<file path="src/rtl/redundancy_pkg.sv">
// Purpose: shared FSM encoding, default sizes and counter-width helper for the redundancy pair finder.
// Latency: none; declarations only.
// Backpressure: not applicable.
package redundancy_pkg;

    localparam int DEFAULT_WORD_WIDTH = 8;
    localparam int DEFAULT_MAX_LEN    = 32;

    typedef enum logic [2:0] {
        ST_IDLE,
        ST_LOAD,
        ST_SCAN,
        ST_EMIT,
        ST_FIN
    } state_t;

    // Index counter width; a one-entry buffer still needs a 1-bit counter.
    function automatic int cnt_width(input int depth);
        return (depth > 1) ? $clog2(depth) : 1;
    endfunction

endpackage

</file>
<file path="src/rtl/weight_row_buffer.sv">
// Purpose: MAX_LEN x WORD_WIDTH register file holding one lowered filter row.
// Latency: write lands on the next clk edge; both read ports are combinational.
// Backpressure: none; the owner decides when to write.
module weight_row_buffer #(
    parameter int WORD_WIDTH = 8,
    parameter int MAX_LEN    = 32,
    parameter int AW         = 5
) (
    input  logic                  clk,
    input  logic                  wr_en,
    input  logic [AW-1:0]         wr_addr,
    input  logic [WORD_WIDTH-1:0] wr_data,
    input  logic [AW-1:0]         rd_addr_a,
    output logic [WORD_WIDTH-1:0] rd_data_a,
    input  logic [AW-1:0]         rd_addr_b,
    output logic [WORD_WIDTH-1:0] rd_data_b
);

    logic [WORD_WIDTH-1:0] mem [MAX_LEN];

    // Storage carries no reset: control logic never reads an entry before writing it in a job.
    always_ff @(posedge clk) begin
        if (wr_en) begin
            mem[wr_addr] <= wr_data;
        end
    end

    assign rd_data_a = mem[rd_addr_a];
    assign rd_data_b = mem[rd_addr_b];

endmodule

</file>
<file path="src/rtl/redundancy_pair_finder.sv">
// Purpose: buffers one weight row and emits (nearest earlier equal index, index) pairs; option REDUNDANCY_SKIP_ZERO_EN skips zero weights.
// Latency: len load cycles, then one comparison per cycle; a match shows pair_valid the next cycle.
// Backpressure: in_ready only in LOAD; EMIT holds idx1/idx2 stable until pair_ready.
module redundancy_pair_finder
    import redundancy_pkg::*;
#(
    parameter int WORD_WIDTH = DEFAULT_WORD_WIDTH,
    parameter int MAX_LEN    = DEFAULT_MAX_LEN
) (
    input  logic                  clk,
    input  logic                  reset,
    input  logic                  start,
    input  logic [WORD_WIDTH-1:0] cfg_len,
    input  logic                  in_valid,
    output logic                  in_ready,
    input  logic [WORD_WIDTH-1:0] in_data,
    output logic                  pair_valid,
    input  logic                  pair_ready,
    output logic [WORD_WIDTH-1:0] idx1,
    output logic [WORD_WIDTH-1:0] idx2,
    output logic                  busy,
    output logic                  done
);

    localparam int CW = cnt_width(MAX_LEN);

    state_t                state, state_nxt;
    logic [CW-1:0]         last_q, last_nxt;      // len - 1 of the current job
    logic [CW-1:0]         wr_ptr_q, wr_ptr_nxt;
    logic [CW-1:0]         i_q, i_nxt;            // candidate earlier index
    logic [CW-1:0]         j_q, j_nxt;            // index being resolved
    logic [WORD_WIDTH-1:0] idx1_q, idx1_nxt;
    logic [WORD_WIDTH-1:0] idx2_q, idx2_nxt;
    logic [CW-1:0]         len_m1;
    logic [WORD_WIDTH-1:0] rd_i, rd_j;
    logic                  wr_en;
    logic                  match;
    logic                  skip_j;
    logic                  advance_j;

    weight_row_buffer #(
        .WORD_WIDTH (WORD_WIDTH),
        .MAX_LEN    (MAX_LEN),
        .AW         (CW)
    ) u_buf (
        .clk       (clk),
        .wr_en     (wr_en),
        .wr_addr   (wr_ptr_q),
        .wr_data   (in_data),
        .rd_addr_a (i_q),
        .rd_data_a (rd_i),
        .rd_addr_b (j_q),
        .rd_data_b (rd_j)
    );

    // Clamp the requested length to the buffer depth and keep it as len-1 so MAX_LEN itself fits in CW bits.
    always_comb begin
        if (32'(cfg_len) > MAX_LEN) begin
            len_m1 = CW'(MAX_LEN - 1);
        end else begin
            len_m1 = CW'(cfg_len - 1'b1);
        end
    end

    assign match = (rd_i == rd_j);

`ifdef REDUNDANCY_SKIP_ZERO_EN
    // Zero weights are pruned elsewhere, so a zero j is resolved in one cycle with no pair.
    assign skip_j = (rd_j == '0);
`else
    assign skip_j = 1'b0;
`endif

    // Next-state, counter updates and handshake outputs.
    always_comb begin
        state_nxt  = state;
        last_nxt   = last_q;
        wr_ptr_nxt = wr_ptr_q;
        i_nxt      = i_q;
        j_nxt      = j_q;
        idx1_nxt   = idx1_q;
        idx2_nxt   = idx2_q;
        wr_en      = 1'b0;
        in_ready   = 1'b0;
        pair_valid = 1'b0;
        done       = 1'b0;
        advance_j  = 1'b0;
        busy       = (state != ST_IDLE);

        case (state)
            ST_IDLE: begin
                if (start) begin
                    last_nxt   = len_m1;
                    wr_ptr_nxt = '0;
                    state_nxt  = (cfg_len == '0) ? ST_FIN : ST_LOAD;
                end
            end
            ST_LOAD: begin
                in_ready = 1'b1;
                if (in_valid) begin
                    wr_en      = 1'b1;
                    wr_ptr_nxt = wr_ptr_q + 1'b1;
                    if (wr_ptr_q == last_q) begin
                        if (last_q == '0) begin
                            state_nxt = ST_FIN;
                        end else begin
                            state_nxt = ST_SCAN;
                            j_nxt     = CW'(1);
                            i_nxt     = '0;
                        end
                    end
                end
            end
            ST_SCAN: begin
                // i walks down from j-1, so the first hit is the nearest predecessor.
                if (skip_j) begin
                    advance_j = 1'b1;
                end else if (match) begin
                    idx1_nxt  = WORD_WIDTH'(i_q);
                    idx2_nxt  = WORD_WIDTH'(j_q);
                    state_nxt = ST_EMIT;
                end else if (i_q == '0) begin
                    advance_j = 1'b1;
                end else begin
                    i_nxt = i_q - 1'b1;
                end
            end
            ST_EMIT: begin
                pair_valid = 1'b1;
                if (pair_ready) begin
                    advance_j = 1'b1;
                end
            end
            ST_FIN: begin
                done      = 1'b1;
                state_nxt = ST_IDLE;
            end
            default: begin
                state_nxt = ST_IDLE;
            end
        endcase

        // Move on to the next j, or finish after the last one.
        if (advance_j) begin
            if (j_q == last_q) begin
                state_nxt = ST_FIN;
            end else begin
                j_nxt     = j_q + 1'b1;
                i_nxt     = j_q;
                state_nxt = ST_SCAN;
            end
        end
    end

    // State and counter registers with synchronous reset; reset drops any pending pair.
    always_ff @(posedge clk) begin
        if (reset) begin
            state    <= ST_IDLE;
            last_q   <= '0;
            wr_ptr_q <= '0;
            i_q      <= '0;
            j_q      <= '0;
            idx1_q   <= '0;
            idx2_q   <= '0;
        end else begin
            state    <= state_nxt;
            last_q   <= last_nxt;
            wr_ptr_q <= wr_ptr_nxt;
            i_q      <= i_nxt;
            j_q      <= j_nxt;
            idx1_q   <= idx1_nxt;
            idx2_q   <= idx2_nxt;
        end
    end

    assign idx1 = idx1_q;
    assign idx2 = idx2_q;

endmodule

</file>
<file path="config.mk">
export PLATFORM = sky130hd
export DESIGN_NAME = redundancy_pair_finder
export DESIGN_NICKNAME = d
export VERILOG_FILES = /design/src/rtl/redundancy_pkg.sv /design/src/rtl/weight_row_buffer.sv /design/src/rtl/redundancy_pair_finder.sv
export SDC_FILE = /design/constraint.sdc
export NUM_CORES = 1
export LEC_CHECK = 0
export BUFFER_PORTS_ARGS = -buffer_cell sky130_fd_sc_hd__buf_4
export CAP_MARGIN = 20
export CORE_UTILIZATION = 30
export CTS_CLUSTER_DIAMETER = 200
export DETAILED_ROUTE_END_ITERATION = 6
export GPL_TIMING_DRIVEN = 1
export PLACE_DENSITY_LB_ADDON = 0.05
export SYNTH_ARGS = -nofsm -noshare
export SYNTH_HDL_FRONTEND = slang
export SYNTH_SLANG_ARGS = --single-unit
</file>
<file path="constraint.sdc">
create_clock -name clk -period 3.5 [get_ports clk]
set_input_delay 0.525 -clock clk [delete_from_list [all_inputs] [get_ports clk]]
set_output_delay 0.525 -clock clk [all_outputs]
set_load 0.01 [all_outputs]
</file>
==> metrics, run 1 <==
status finished, final reports clean; Reg clk slew, reported paths 0.06 ns; Netlist Area Pre-Place 14400 sq um; Pins Over Slew Limit 0; final hold vios 0; Layout area overhead 19.8%; largest family of logic cells by synthesized area multiplexers; RSZ-0062 raised after global routing false; Synth Area per Inst 14.2 sq um; CTS tree yes; first-pass GRT wire length 66500 microns; Die Y 221 microns; peak supply drop 264 uV; Post-synth EDFFs 256; YS warnings 0; Logic pwr share 0.315; post-route cell area 17200 sq um; post-layout util 0.367; antenna viol nets, final 0; top_reg_cell synth edfxtp_1; I/O Buffers 34; FF+latch count, synth 289; WS Path Type reg -> reg; WP data arrival 3.81 ns; Pleak 5.62 nW; CTS Buffer Depth 3; Die ar. 48800 sq um; synth unique cells 68; vias in the first global route 9265; Rows 79; First DRT Iteration DRCs 674; cell count after synthesis 1012; worst skew pair latency 0.55 ns; CP dominant cell by count buf_4; CP Launch Type flop; CP Capture Type flop; nets 1163; critical path fanouts, max 9; post-route insts no fill 1767; Final Cycle Share 0.969; Net Sw Frac 0.318; fin crit period 3.39 ns; slowest CP cell mux4_2; placed instance area 15900 sq um; Num CTS Buffers 36; All-Layer GR Usage 0.190; Hold Path Class in -> reg; complex-gate fraction of the synthesized area 0.0730; largest net degree at the start of global routing 34; Int Pwr 7.67 mW; P_sw 3.57 mW; share of cells above drive strength 1 0.246; clock share of power 0.330; mux contribution to synthesized area 0.212; DR DRC count 0; hpwl dp 32800 microns; placed insts 1689; synthesized-area fraction occupied by adder cells 0.00696; fmax 295 MHz; Routed WL 46800 microns; Post-Synth XOR/XNOR Area 0.0134; final setup fails 0; Core ar. 47000 sq um; Via Count 9260; max incr delay on CP 0.51 ns; power per standard cell area 652 nW/um^2; commonest non-fill, non-tap cells in the layout 256 x edfxtp_1, 180 x mux2i_1, 141 x buf_4; initial antenna violation count 0; Flop pwr share 0.354; Starting Density 0.306; Wirelength per Cell 26.5 microns; TritonRoute pass-1 iters 7; Critical Path, Cell by Cell buf_12 -> buf_16 -> mux4_2 -> mux2_2 -> nand2_1 -> nand4_1 -> xor2_1 -> nor4_4 -> buf_4 -> buf_4 -> a2111oi_1 -> mux2i_1 -> o41ai_1; Root Buffer clkbuf_16; Die X 221 microns; Worst-Margin Slew 0.641 ns; # IOs 41; Max-Cap Viols 0; slew margin rel. 0.571; Final TNS setup 0 ns; Worst Path Required 3.91 ns; global placer's final weighted congestion 0.802; antenna cells 0; post-synthesis simple-gate area fraction 0.0781; H-Tree Depth 2; clk sink count 289; commonest non-fill, non-tap cell in the layout edfxtp_1; hold slack 0.185 ns; # hold bufs at CTS 0; post-route clock skew 0.0174 ns; Via density 5.24; post-synthesis async set-or-reset flop share 0; post-synthesis sequential area ratio 0.580; total gr overflow 0
-- flip-flops by register name (all words and copies together) (netlist names) --
name,flops
u_buf.mem,256
i_q,5
idx1,5
idx2,5
j_q,5
last_q,5
wr_ptr_q,5
state,3
-- power groups by stage --
stage	Clock, mW	Sequential (mW)	Combinational (mW)
2_1_floorplan	0	3.94	2.32
3_3_place_gp	0	4.08	3.47
3_5_place_dp	0	4.08	3.44
4_1_cts	3.81	4.01	3.46
5_1_grt	3.93	3.99	3.81
6_report	3.71	3.98	3.54
-- cells in the mapped netlist (all sizes together), types with 14 or more instances --
library cell / count / share of area
nand3: 33 / 0.011
clkbuf: 19 / 0.0050
a21oi: 19 / 0.0066
mux2i: 180 / 0.13
o21ai: 18 / 0.0063
nand2: 40 / 0.010
dfxtp: 33 / 0.046
buf: 57 / 0.029
a22oi: 65 / 0.034
nor2: 63 / 0.017
mux4: 53 / 0.084
edfxtp: 256 / 0.53
nor2b: 17 / 0.0074
nor3: 14 / 0.0049
-- critical path, delay by kind of cell (launching register included) --
family,cells,cell delay (ns)
compound gates,2,0.74
flops,1,0.43
xor+xnor,1,0.24
buf+inv,4,0.61
mux,3,0.96
simple gates,3,0.27
-- cell type report --
cell class	count	area (sq um)
inverters	9	33.8
well taps	607	759
repair buffers	155	1360
fillers	4473	29700
multi-input cells	643	5570
flip-flops and latches	289	8360
clock buffers	43	948
clock inverters	21	213
-- layer usage --
layer  global-route usage  share of wire  vias to the layer above
met1                0.259           0.46                     4770
met3               0.0214          0.028                       60
met5                    0              0                        -
li1                     -              -                     4239
met4               0.0553          0.021                        0
met2                0.320           0.49                      191
-- path summary, 6_finish.rpt --
| path | start | end | slack, ns | depth (start not counted) |
|---|---|---|---|---|
| max reg2reg | j_q[1] | i_q[3] | 0.11 | 13 |
| min | cfg_len[0] | last_q[0] | 0.19 | 2 |
| max | j_q[1] | i_q[3] | 0.11 | 13 |
| min reg2reg | idx1[2] | idx1[2] | 0.50 | 2 |
-- stage by stage --
step                      power, mW  setup slack [ns]
after floorplan                6.26             0.565
after global placement         7.55           -0.0234
after detailed placement       7.53           0.00720
after CTS                      11.3           0.00879
after global routing           11.7           0.00404
final                          11.2             0.107
-- cell families after synthesis --
kind of cell / after synthesis
other cells: 1
compound gates: 148
mux: 236
fa+ha+maj: 8
xor+xnor: 22
buf+inv: 85
flops: 289
simple gates: 223
-- timing repair --
item                       4_1_cts  5_1_grt
setup buffers                    0       13
setup endpoints to repair        1       22
pin swaps                        0        2
gates cloned                     0        1
gates resized for setup          1        8
(Power assumes the default switching activity.)
==> inputs of run 2 (changes only) <==
Clock period 3.5 ns to 2.8 ns, I/O delays scaled along.
==> run 2 against run 1 <==
Compared with the run above:
- the flow now finishes with violations (setup timing)
- critical endpoint is now j_q[4]
- routed wire length grew 3.2%
- critical path depth stayed put
- global-route usage up 0.81 points
- critical path type unchanged
- first-iteration DRC count fell by 11%
- die area unchanged
==> metrics, run 2 (synthesized netlist as in run 1, its figures left out) <==
status finished, violations left; violated checks setup timing; # hold bufs at CTS 0 (unchanged); worst skew pair latency 0.55 ns (about the same); power per standard cell area 803 nW/um^2 (+23%); pre-CTS WS -0.518 ns (-0.525 ns); commonest non-fill, non-tap cells in the layout 256 x edfxtp_1, 224 x buf_4, 173 x mux2i_1; Routed WL 48300 microns (+3.2%); initial antenna violation count 0 (unchanged); Reg clk slew, reported paths 0.06 ns (about the same); Largest Register u_buf.mem; Wirelength per Cell 25.9 microns (-2.0%); nets 1260 (+8.3%); metal2 WL 23400 microns (+3.1%); vias in the first global route 10100 (+8.8%); Layout area overhead 25.7%; antenna cells 0 (unchanged); Worst Path Required 3.23 ns (-0.68 ns); Via Count 9636 (+4.1%); WP data arrival 3.61 ns (-0.20 ns); final setup fails 23 (+23); Hold Path Class in -> reg; Via density 5.18 (-1.2%); # IOs 41 (unchanged); Die X 221 microns (unchanged); CP Launch Type flop; Pins Over Slew Limit 0 (unchanged); Worst-Margin Slew 0.583 ns (-0.0587 ns); peak supply drop 365 uV (+38%); All-Layer GR Usage 0.198 (+0.00809); max reg flops 256 (unchanged); Multi-input gate area 5660 sq um (+1.8%); First DRT Iteration DRCs 600 (-11%); Num CTS Buffers 35 (-2.8%); Final WS setup -0.377 ns (-0.484 ns); Core ar. 47000 sq um (unchanged); fin crit period 3.18 ns (-0.216 ns); clk sink count 289 (unchanged); CTS tree yes; Starting Density 0.306 (unchanged); Pleak 6.11 nW (+8.8%); Die Y 221 microns (unchanged); CP Capture Type flop; H-Tree Depth 2 (unchanged); register area 8360 sq um (about the same); post-route clock skew 0.0176 ns (+0.000279 ns); total gr overflow 0 (unchanged); Max-Cap Viols 0 (unchanged); Tot Pwr 14.5 mW (+29%); largest net degree at the start of global routing 33 (-2.9%); Final Cycle Share 1.13 (+0.165); TritonRoute pass-1 iters 6 (-1); hpwl dp 35000 microns (+6.8%); final hold vios 0 (unchanged); RSZ-0062 raised after global routing true; share of cells above drive strength 1 0.314 (+0.0685); antenna viol nets, final 0 (unchanged); I/O Buffers 34 (unchanged); critical path fanouts, max 8 (-1); slew margin rel. 0.611 (+0.0398); met3 routed WL 1410 microns (+8.0%); Root Buffer clkbuf_16; Die ar. 48800 sq um (unchanged); global placer's final weighted congestion 0.809 (+0.87%); Rows 79 (unchanged); commonest non-fill, non-tap cell in the layout edfxtp_1; DR DRC count 0 (unchanged); Met1 Wirelength 21900 microns (+0.91%); fmax 315 MHz (+6.8%); CTS Buffer Depth 3 (unchanged); Top Metal Used met4; WS Path Type reg -> reg; first-pass GRT wire length 69900 microns (+5.1%); Fill cells 4409 (-1.4%)
## run 2: report_power, final
part | internal [mW] | switching (mW)
Clock | 2.67 | 1.79
Combinational | 2.43 | 2.66
Sequential | 4.80 | 0.178
## run 2: through the flow
stage / instance area [sq um] / util / std cells / TNS (ns) / hold WS, ns
global route: 18100 / 0.385 / 1861 / -10.22 / 0.0687
finish: 18100 / 0.385 / 1861 / -7.53 / 0.0828
floorplan: 14400 / - / 1017 / -0.301 / 0.510
CTS: 18000 / 0.383 / 1857 / -6.63 / 0.0516
global placement: 16700 / 0.356 / 1790 / -9.61 / 0.476
detailed placement: 16700 / 0.356 / 1790 / -9.17 / 0.487
## run 2: timing repair
item | in CTS | in global routing
pin swaps | 8 | 7
setup endpoints to repair | 23 | 23
gates cloned | 0 | 1
buffers inserted | 7 | 3
gates resized for setup | 29 | 22
## run 2: per-layer routing
metal	vias to the layer above	GRT usage
met3	76	0.0242
met5	-	0
met1	4936	0.261
li1	4421	-
met4	0	0.0735
met2	203	0.335
## run 2: worst max-delay path: stages, from the launching register on
cell,delay [ns]
dfxtp_4,0.38
buf_12,0.14
buf_12,0.14
mux4_2,0.52
a22o_1,0.23
o21ai_1,0.14
nand3_1,0.10
xnor2_1,0.17
nand2_1,0.12
nor4_4,0.38
buf_6,0.20
o21a_4,0.18
nor4_1,0.06
a311o_1,0.32
## run 2: cell type report
| cell class | count | area share |
|---|---|---|
| clock buffers | 44 | 0.0526 |
| multi-input cells | 643 | 0.313 |
| repair buffers | 253 | 0.120 |
| clock inverters | 16 | 0.00830 |
| flip-flops and latches | 289 | 0.462 |
| well taps | 607 | 0.0420 |
| inverters | 9 | 0.00187 |
## run 2: path summary, 6_finish.rpt
check | startpoint | to | slack (ns) | depth (start not counted)
worst max-delay path | j_q[1] | j_q[4] | -0.38 | 13
worst min-delay path | cfg_len[0] | last_q[0] | 0.08 | 2
worst max register to register | j_q[1] | j_q[4] | -0.38 | 13
worst min register to register | idx1[2] | idx1[2] | 0.50 | 2
